### config.mk
export PLATFORM = sky130hd
export DESIGN_NAME = ppl_arbiter
export DESIGN_NICKNAME = d
export VERILOG_FILES = /design/src/rtl/ppl_pkg.sv /design/src/rtl/rr_arbiter.sv /design/src/rtl/ppl_arbiter.sv
export SDC_FILE = /design/constraint.sdc
export NUM_CORES = 1
export LEC_CHECK = 0
export CAP_MARGIN = 15
export CORE_MARGIN = 2
export CORE_UTILIZATION = 46
export DETAILED_ROUTE_END_ITERATION = 12
export GPL_TIMING_DRIVEN = 0
export PLACE_DENSITY = 0.89
export SETUP_SLACK_MARGIN = 0.5
export SLEW_MARGIN = 10
export SYNTH_ARGS = -nofsm -noshare
export SYNTH_HDL_FRONTEND = slang
export SYNTH_HIERARCHICAL = 1
export SYNTH_SLANG_ARGS = --single-unit
### constraint.sdc
create_clock -name PPL_clk -period 9.4 [get_ports PPL_clk]
set_input_delay 2.82 -clock PPL_clk [delete_from_list [all_inputs] [get_ports PPL_clk]]
set_output_delay 2.82 -clock PPL_clk [all_outputs]
set_load 0.03 [all_outputs]
### src/rtl/ppl_pkg.sv
// ppl_pkg: shared definitions for the pixel-pipeline arbiter.
//   - FSM state encoding (IDLE / RUN / DRAIN)
//   - pixel and address widths
//   - frame size at the default resolution, plus a helper to compute it
//     for other resolutions
//   - the pixel/address pair moved by one transfer
package ppl_pkg;

   localparam int PIX_W     = 16;
   localparam int ADDR_W    = 20;
   localparam int FRAME_PIX = 1280 * 720;

   typedef enum logic [1:0] {
      ST_IDLE  = 2'd0,
      ST_RUN   = 2'd1,
      ST_DRAIN = 2'd2
   } ppl_state_e;

   typedef struct packed {
      logic [PIX_W-1:0]  data;
      logic [ADDR_W-1:0] addr;
   } pix_req_t;

   function automatic int frame_pix(input int h, input int v);
      return h * v;
   endfunction

endpackage

### src/rtl/rr_arbiter.sv
// rr_arbiter: combinational N-way round-robin grant.
//   req    : request vector
//   en     : grants allowed this cycle
//   advance: the current grant is accepted; move the pointer to it
//   last_i : index granted most recently (search starts at last_i+1)
//   grant  : one-hot grant (all zero when disabled or nothing requests)
//   last_o : pointer value for the next cycle
// The pointer flop lives in the parent so it resets with the rest of the
// frame state.
module rr_arbiter
   import ppl_pkg::*;
#(
   parameter int N     = 4,
   parameter int IDX_W = (N > 1) ? $clog2(N) : 1
) (
   input  logic [N-1:0]     req,
   input  logic             en,
   input  logic             advance,
   input  logic [IDX_W-1:0] last_i,
   output logic [N-1:0]     grant,
   output logic [IDX_W-1:0] last_o
);

   logic [IDX_W-1:0] gidx;
   logic             found;
   int               idx;

   // Scan N positions starting one past the last winner, wrapping.
   always_comb begin
      grant = '0;
      gidx  = last_i;
      found = 1'b0;
      idx   = 0;
      if (en) begin
         for (int k = 1; k <= N; k++) begin
            idx = (int'(last_i) + k) % N;
            if (!found && req[idx]) begin
               found      = 1'b1;
               grant[idx] = 1'b1;
               gidx       = IDX_W'(idx);
            end
         end
      end
   end

   // Kept separate from the scan so advance (derived from grant in the
   // parent) does not look like a loop back into the scan logic.
   assign last_o = advance ? gidx : last_i;

endmodule

### src/rtl/ppl_arbiter.sv
// ppl_arbiter: shares the pixel-alignment path among N_REQ render pipelines.
//   PPL_clk, rst_n      : clock, async active-low reset
//   req_valid/data/addr : per-requester pixel offers (packed, requester i at
//                         slice i)
//   req_ready           : one-hot grant, combinational
//   frame_start         : starts a frame when idle
//   credit_ret          : one downstream pixel consumed
//   data/data_addr/data_valid : registered granted pixel stream
//   frame_done          : pulse on the DRAIN->IDLE cycle
//   busy                : state is not IDLE
//   addr_err            : sticky, an out-of-range pixel was dropped
module ppl_arbiter
   import ppl_pkg::*;
#(
   parameter int N_REQ    = 4,
   parameter int H_DISP   = 1280,
   parameter int V_DISP   = 720,
   parameter int MAX_PEND = 64
) (
   input  logic                    PPL_clk,
   input  logic                    rst_n,
   input  logic [N_REQ-1:0]        req_valid,
   input  logic [PIX_W*N_REQ-1:0]  req_data,
   input  logic [ADDR_W*N_REQ-1:0] req_addr,
   output logic [N_REQ-1:0]        req_ready,
   input  logic                    frame_start,
   input  logic                    credit_ret,
   output logic [PIX_W-1:0]        data,
   output logic [ADDR_W-1:0]       data_addr,
   output logic                    data_valid,
   output logic                    frame_done,
   output logic                    busy,
   output logic                    addr_err
);

   localparam int FRAME_N = frame_pix(H_DISP, V_DISP);
   localparam int IDX_W   = (N_REQ > 1) ? $clog2(N_REQ) : 1;
   localparam int CRED_W  = $clog2(MAX_PEND) + 1;
   localparam int CNT_W   = $clog2(FRAME_N) + 1;

   localparam logic [CRED_W-1:0] CRED_MAX   = CRED_W'(MAX_PEND);
   localparam logic [CNT_W-1:0]  LAST_PIX   = CNT_W'(FRAME_N - 1);
   localparam logic [ADDR_W:0]   ADDR_LIMIT = (ADDR_W + 1)'(FRAME_N);

   ppl_state_e        state_q, state_d;
   logic [CRED_W-1:0] credits_q, credits_d;
   logic [CNT_W-1:0]  pix_cnt_q, pix_cnt_d;
   logic [IDX_W-1:0]  last_grant_q, last_grant_d;
   logic [PIX_W-1:0]  data_q, data_d;
   logic [ADDR_W-1:0] data_addr_q, data_addr_d;
   logic              data_valid_q, data_valid_d;
   logic              addr_err_q, addr_err_d;

   logic              arb_en, cnt_clr;
   logic              xfer, addr_ok, use_credit;
   logic [N_REQ-1:0]  grant;
   pix_req_t          sel_pix;

   rr_arbiter #(.N(N_REQ), .IDX_W(IDX_W)) u_rr (
      .req     (req_valid),
      .en      (arb_en),
      .advance (xfer),
      .last_i  (last_grant_q),
      .grant   (grant),
      .last_o  (last_grant_d)
   );

   assign req_ready = grant;
   assign xfer      = |grant;   // grant is only given to a valid requester

   // One-hot mux of the granted requester's pixel.
   always_comb begin
      sel_pix = '0;
      for (int i = 0; i < N_REQ; i++) begin
         if (grant[i]) begin
            sel_pix.data = req_data[PIX_W*i +: PIX_W];
            sel_pix.addr = req_addr[ADDR_W*i +: ADDR_W];
         end
      end
   end

   // Out-of-range pixels are swallowed: accepted from the requester but
   // neither forwarded, counted nor charged a credit.
   assign addr_ok    = {1'b0, sel_pix.addr} < ADDR_LIMIT;
   assign use_credit = xfer & addr_ok;

   // ---------------- FSM: state register ----------------
   always_ff @(posedge PPL_clk or negedge rst_n) begin
      if (!rst_n) state_q <= ST_IDLE;
      else        state_q <= state_d;
   end

   // ---------------- FSM: next state ----------------
   always_comb begin
      state_d = state_q;
      unique case (state_q)
         ST_IDLE:  if (frame_start) state_d = ST_RUN;
         ST_RUN:   if (use_credit && pix_cnt_q == LAST_PIX) state_d = ST_DRAIN;
         ST_DRAIN: if (credits_q == CRED_MAX) state_d = ST_IDLE;
         default:  state_d = ST_IDLE;
      endcase
   end

   // ---------------- FSM: outputs ----------------
   // Credits at zero block the grant in the same cycle they run out.
   always_comb begin
      arb_en     = (state_q == ST_RUN) && (credits_q != '0);
      cnt_clr    = (state_q == ST_IDLE) && frame_start;
      frame_done = (state_q == ST_DRAIN) && (credits_q == CRED_MAX);
      busy       = (state_q != ST_IDLE);
   end

   // ---------------- datapath next values ----------------
   always_comb begin
      credits_d = credits_q;
      unique case ({use_credit, credit_ret})
         2'b10:   credits_d = credits_q - 1'b1;
         2'b01:   if (credits_q != CRED_MAX) credits_d = credits_q + 1'b1;
         default: credits_d = credits_q;
      endcase

      pix_cnt_d = pix_cnt_q;
      if (cnt_clr)         pix_cnt_d = '0;
      else if (use_credit) pix_cnt_d = pix_cnt_q + 1'b1;

      data_valid_d = use_credit;
      data_d       = use_credit ? sel_pix.data : data_q;
      data_addr_d  = use_credit ? sel_pix.addr : data_addr_q;
      addr_err_d   = addr_err_q | (xfer & ~addr_ok);
   end

   always_ff @(posedge PPL_clk or negedge rst_n) begin
      if (!rst_n) begin
         credits_q    <= CRED_MAX;
         pix_cnt_q    <= '0;
         last_grant_q <= IDX_W'(N_REQ - 1);
         data_q       <= '0;
         data_addr_q  <= '0;
         data_valid_q <= 1'b0;
         addr_err_q   <= 1'b0;
      end else begin
         credits_q    <= credits_d;
         pix_cnt_q    <= pix_cnt_d;
         last_grant_q <= last_grant_d;
         data_q       <= data_d;
         data_addr_q  <= data_addr_d;
         data_valid_q <= data_valid_d;
         addr_err_q   <= addr_err_d;
      end
   end

   assign data       = data_q;
   assign data_addr  = data_addr_q;
   assign data_valid = data_valid_q;
   assign addr_err   = addr_err_q;

endmodule

==> metrics.md, run 1 <==
| Metric | Value |
|---|---|
| CTS tree | `built` |
| Syn-to-layout area delta | `52.81%` |
| Crit path max-delay cell type | `clkdlybuf4s50_1` |
| CTS H-tree depth | `3` |
| Synthesized area | `around 4500 µm²` |
| I/O Buffers | `~200` |
| Clock sink count | `70` |
| Nets@finish | `about 850` |
| Post-synthesis area per instance | `a little over 9 µm²` |
| Die area | `~11,000 µm²` |
| Initial DRC Count | `about 290` |
| Post-synthesis sequential area ratio | `0.3908` |
| Starting Density | `0.4660` |
| DP HPWL | `around 12 mm` |
| GRT Util Overall | `0.2988` |
| Largest cells by area after synthesis | `dfrtp_1 (37%), a221oi_1 (8.4%), o31ai_1 (6.0%), o22ai_1 (5.0%), nand2_1 (4.2%)` |
| Clock buffer depth | `2` |
| Most common cell on crit path | `clkdlybuf4s50_1` |
| CP Max Fanout | `7` |
| Req. time, crit path | `about 6.6 ns` |
| CP endpoint kind | `output pin` |
| Setup_tns | `0 ns` |
| Top post-synthesis cells by count | `dfrtp_1 (67), nand2_1 (50), a221oi_1 (43), o22ai_1 (36), o31ai_1 (36)` |
| EDFF count, synth | `0` |
| Die H | `a little over 100 µm` |
| Fin crit period | `slightly below 9 ns` |
| Number of synthesized register bits | `70` |
| DRT Pass-1 Iters | `5` |
| Wirelength per Cell | `around 19 µm` |
| CP Launch Type | `primary input` |
| Core area | `9639 µm²` |
| Num ports | `around 200` |
| Vias in the first global route | `roughly 4,900` |
| Fmax | `~110 MHz` |
| Cts bufs inserted | `9` |
| Worst rel slew slack | `0.5367` |
| Die W | `102.8 µm` |
| Synth cell types | `63` |
| Max_cap viols | `0` |
| Worst min path class | `flip-flop to flip-flop` |
| Antenna Violating Nets Remaining | `0` |
| Outcome | `finished, final reports clean` |
| Crit. Startpoint | `req_valid[2]` |
| Pin count of the biggest net entering global routing | `46` |
| Via count | `slightly above 5,000` |
| GPL Wtd Cong | `between 0.8 and 0.9` |
| Ys Warns | `6` |
| Dominant cell type by area after synthesis | `dfrtp_1` |
| Global-route wire length before repair | `approximately 24 mm` |
| Post-CTS Hold Buffers | `0` |
| R2r startpoint | `last_grant_q[0]` |
| Worst skew pair latency | `~0.36 ns` |
| Hold path start | `data_addr[3]` |
| Worst-path cell chain | `clkdlybuf4s50_1 -> or3b_1 -> a2111oi_2 -> o21ai_0 -> a221oi_1 -> clkdlybuf4s50_1` |
| Least-Margin Pin Slew | `just under 0.7 ns` |
| Top Family by Delay on Critical Path | `buffers and inverters` |
| CTS clk-pin slew, worst paths | `approximately 0.08 ns` |
| Unrepaired setup endpoints after global routing | `false` |
| Fin crit share | `0.9311` |
| Final clock skew | `between 0.008 and 0.009 ns` |
| Leading cell type by number of instances after synthesis | `dfrtp_1` |
| CTS root buffer | `clkbuf_8` |
| GRT overflow | `0` |
| # setup viols final | `0` |
| Drt total wl | `~16 mm` |
| Drt via density | `6.148` |
| Ys async rst share | `1.000` |
| Share of cells above drive strength 1 | `0.06069` |
| Antenna fix cells | `0` |
| Initial antenna violation count | `0` |
| Final Hold Viols | `0` |
| WP buf/inv | `2` |
| Main synth FF type | `dfrtp_1` |
| Mapped Cells | `480` |
| Crit path kind | `primary input to output pin` |
| Slew Limit Fails | `0` |
| Post-synth top area share | `0.3733` |
| DRC viols | `0` |
| Net Count, Synth | `roughly 650` |
| Worst EP arrival | `approximately 5.9 ns` |
| Delay of the slowest critical-path stage | `between 0.7 and 0.8 ns` |
| Rows | `36` |
-- timing repair --
item,in CTS,in global routing
gates resized for setup,0,1
setup endpoints to repair,0,2
setup buffers,0,0
-- sequential cells by signal, indices dropped and copies added, names as in the netlist --
| signal | count |
|---|---|
| credits_q | 7 |
| data_valid | 1 |
| addr_err | 1 |
| state_q | 2 |
| data | 16 |
| last_grant_q | 2 |
| pix_cnt_q | 21 |
| data_addr | 20 |
-- area by class of cell --
type                    count  area (µm²)
plain buffers              34       147.6
clock buffers               9       123.9
clock inverters             7       98.84
fillers                   713        2775
inverters                  20       75.07
multi-input cells         356        2520
flip-flops and latches     70        1755
well taps                 133       166.4
repair buffers            196        1977
-- tightest hold or removal path: stages, from the launching register on --
cell     delay (ns)
dfrtp_1        0.34
nand2_1        0.05
o31ai_1        0.06
-- kinds of logic after synthesis --
family,synth area share
XOR/XNOR,0.01950
multiplexers,0.05014
AND/OR/NAND/NOR,0.1476
adder cells (fa/ha/maj),0.04345
AO/OA/AOI/OAI,0.2989
buffers and inverters,0.04958
flip-flops,0.3908
-- path summary, 6_finish.rpt --
kind                                end  slack (ns)  cells past startpoint
min                        data_addr[3]        0.48                      2
min in group asynchronous  credits_q[2]        2.37                      1
min reg2reg                data_addr[3]        0.48                      2
max reg2reg                credits_q[6]        2.96                     22
max in group asynchronous  pix_cnt_q[6]        6.49                      2
max                        req_ready[0]        0.65                      6
-- through the flow --
stage	std cells	worst slack [ns]	hold slack [ns]	utilization	area, µm²
after floorplan	480	1.535	0.4803	-	4492
after global placement	808	0.6145	0.4612	0.6857	6610
after detailed placement	809	0.5343	0.4662	0.6883	6635
after CTS	825	0.5341	0.4828	0.7114	6858
after global routing	825	0.5412	0.5142	0.7121	6864
final	825	0.6476	0.4814	0.7121	6864
-- layer usage --
metal | track usage | wire (µm) | vias to the layer above
met1 | 0.3772 | 6147 | 2455
met2 | 0.4942 | 7845 | 287
met3 | 0.07729 | 1219 | 38
met4 | 0.1164 | 481 | 0
met5 | 0 | 0 | -
li1 | - | - | 2292
-- cell usage in the layout (no fill, tap or decap), types with 3 or more instances in the layout --
cell type	netlist	final
mux2i_1	12	12
a21oi_1	28	28
inv_1	16	16
or3_1	8	8
nand3_1	7	7
xor2_1	4	4
o31ai_1	36	36
o21ai_0	16	16
and2_1	5	5
or4_1	7	7
mux2_2	3	3
o22ai_1	36	36
nand2b_1	5	5
clkdlybuf4s50_1	0	194
dfstp_2	3	3
nand3b_1	4	4
a221oi_1	43	42
clkbuf_8	0	9
xnor2_1	6	6
o211ai_1	4	4
ha_1	14	14
clkinv_4	0	3
clkbuf_1	29	29
dfrtp_1	67	67
nor3_1	5	5
and3_1	3	3
nor2_1	16	16
o21a_1	3	3
nand2_1	50	50
Power of run 1 is left out: the tool's default activity adds up to more than one toggle a clock period on the data nets, which glitch-free logic cannot reach.
==> run 2, diff against run 1 <==
--- a/config.mk
+++ b/config.mk
@@ -9,7 +9,6 @@
 export CORE_MARGIN = 2
 export CORE_UTILIZATION = 46
 export DETAILED_ROUTE_END_ITERATION = 12
-export GPL_TIMING_DRIVEN = 0
 export PLACE_DENSITY = 0.89
 export SETUP_SLACK_MARGIN = 0.5
 export SLEW_MARGIN = 10
@@ -17,3 +16,4 @@
 export SYNTH_HDL_FRONTEND = slang
 export SYNTH_HIERARCHICAL = 1
 export SYNTH_SLANG_ARGS = --single-unit
+export TNS_END_PERCENT = 5
==> metrics.md, run 2 (same netlist as run 1, synthesis figures left out) <==
| Metric | Value |
|---|---|
| Most common cell after layout, fill and taps aside | `clkdlybuf4s50_1` |
| Share of cells above drive strength 1 | `0.07068` |
| Req. time, crit path | `6.58 ns` |
| Filler cells | `745` |
| Worst EP arrival | `around 5.8 ns` |
| I/O Buffers | `195` |
| GPL Wtd Cong | `around 0.9` |
| DRT Pass-1 Iters | `5` |
| Setup WS pre-CTS | `roughly 0.67 ns` |
| Num ports | `about 200` |
| R2R cell count | `22` |
| Worst rel slew slack | `0.4031` |
| Crit path kind | `primary input to output pin` |
| Rows | `36` |
| Starting Density | `0.4660` |
| Top reg by flops | `pix_cnt_q` |
| Hold path start | `data[5]` |
| Die W | `between 100 and 150 µm` |
| # setup viols final | `0` |
| R2r startpoint | `last_grant_q[0]` |
| GRT overflow | `0` |
| DRC viols | `0` |
| Global-route wire length before repair | `between 20 and 25 mm` |
| Initial DRC Count | `approximately 280` |
| Die H | `~100 µm` |
| R2r setup slk | `~3.0 ns` |
| DP HPWL | `11.13 mm` |
| GRT Util Overall | `0.2813` |
| CTS root buffer | `clkbuf_8` |
| CTS H-tree depth | `3` |
| Fin crit period | `between 8 and 9 ns` |
| CP Launch Type | `primary input` |
| Cts bufs inserted | `9` |
| Min setup slack post-route | `about 0.83 ns` |
| Setup_tns | `0 ns` |
| Syn-to-layout area delta | `51.23%` |
| Worst skew pair latency | `~0.36 ns` |
| Vias in the first global route | `approximately 4,800` |
| CP Max Fanout | `7` |
| Slew Limit Fails | `0` |
| Drt via density | `between 6 and 7` |
| Outcome | `finished, final reports clean` |
| Least-Margin Pin Slew | `just under 0.9 ns` |
| Hold endpoint | `data[5]` |
| Max_cap viols | `0` |
| Post-CTS Setup Repair Bufs | `0` |
| Final Hold Viols | `0` |
| Core area | `around 9600 µm²` |
| Unrepaired setup endpoints after global routing | `false` |
| Most frequent cells in the layout | `clkdlybuf4s50_1 (194), dfrtp_1 (67), nand2_1 (50), a221oi_1 (41)` |
| Placed instance area | `6543 µm²` |
| Post-route cell area | `6793 µm²` |
| Largest register FFs | `21` |
| Drt total wl | `~15 mm` |
| Nets@finish | `approximately 830` |
| Pin count of the biggest net entering global routing | `71` |
| Die area | `10,570 µm²` |
| Fmax | `116.7 MHz` |
| Clock buffer depth | `2` |
| Post-CTS Hold Buffers | `0` |
| Worst min path class | `flip-flop to flip-flop` |
| RR Endpoint | `credits_q[6]` |
| CTS tree | `built` |
| Hold Path Stages | `2` |
| Clock sink count | `70` |
| Antenna fix cells | `0` |
| CTS clk-pin slew, worst paths | `0.08 ns` |
| CP endpoint kind | `output pin` |
| Post_cts resized | `0` |
| Via count | `4,854` |
| Fin crit share | `0.9119` |
| End-of-flow core utilization | `0.7047` |
| Antenna Violating Nets Remaining | `0` |
| Wirelength per Cell | `around 19 µm` |
| Final clock skew | `~0.0077 ns` |
| Initial antenna violation count | `0` |
==> run 2: cell count changes in the layout (fill, tap and decap cells not counted) <==
cell,change
buf_4,+6
buf_6,-2
inv_6,+2
bufinv_16,+1
nor2b_2,+1
buf_1,-1
nor2b_1,-1
buf_16,-1
nor2_4,+1
clkinv_4,-3
clkbuf_1,-29
a221oi_4,+1
nor2_2,-1
a221oi_1,-1
==> run 2: critical path, stage by stage <==
cell and delay [ns]:
clkdlybuf4s50_1 0.63, or3b_1 0.41, a2111oi_2 0.43, o21ai_0 0.15, a221oi_1 0.53, clkdlybuf4s50_1 0.78
==> run 2: layout make-up <==
cell class,instances,area [µm²],area share
repair buffers,203,2007,0.2954
well taps,133,166.4,0.02450
flip-flops and latches,70,1755,0.2584
clock buffers,9,123.9,0.01824
inverters,20,75.07,0.01105
multi-input cells,356,2545,0.3747
clock inverters,7,120.1,0.01768
==> run 2: how the worst max path moves through the flow <==
stage                   end         start  slack (ns)
2_1_floorplan  credits_q[6]  req_valid[3]        1.53
3_3_place_gp   req_ready[3]  req_valid[2]        0.78
3_5_place_dp   req_ready[3]  req_valid[2]        0.67
4_1_cts        req_ready[3]  req_valid[2]        0.67
5_1_grt        credits_q[6]  req_valid[1]        0.62
6_report       req_ready[0]  req_valid[2]        0.83
==> run 2: stage by stage <==
step | hold WS, ns | instances
2_1_floorplan | 0.4803 | 480
3_3_place_gp | 0.4608 | 782
3_5_place_dp | 0.4661 | 782
4_1_cts | 0.4849 | 798
5_1_grt | 0.5167 | 798
6_report | 0.4813 | 798
==> run 2: per-layer routing <==
| layer | up-vias | wire length, µm | global-route usage | share of wire |
|---|---|---|---|---|
| li1 | 2224 | - | - | - |
| met4 | 0 | 359 | 0.08907 | 0.024 |
| met3 | 36 | 1042 | 0.07661 | 0.070 |
| met1 | 2362 | 5903 | 0.3641 | 0.40 |
| met2 | 232 | 7634 | 0.4620 | 0.51 |
| met5 | - | 0 | 0 | 0 |
Power of run 2 is left out for the same reason.
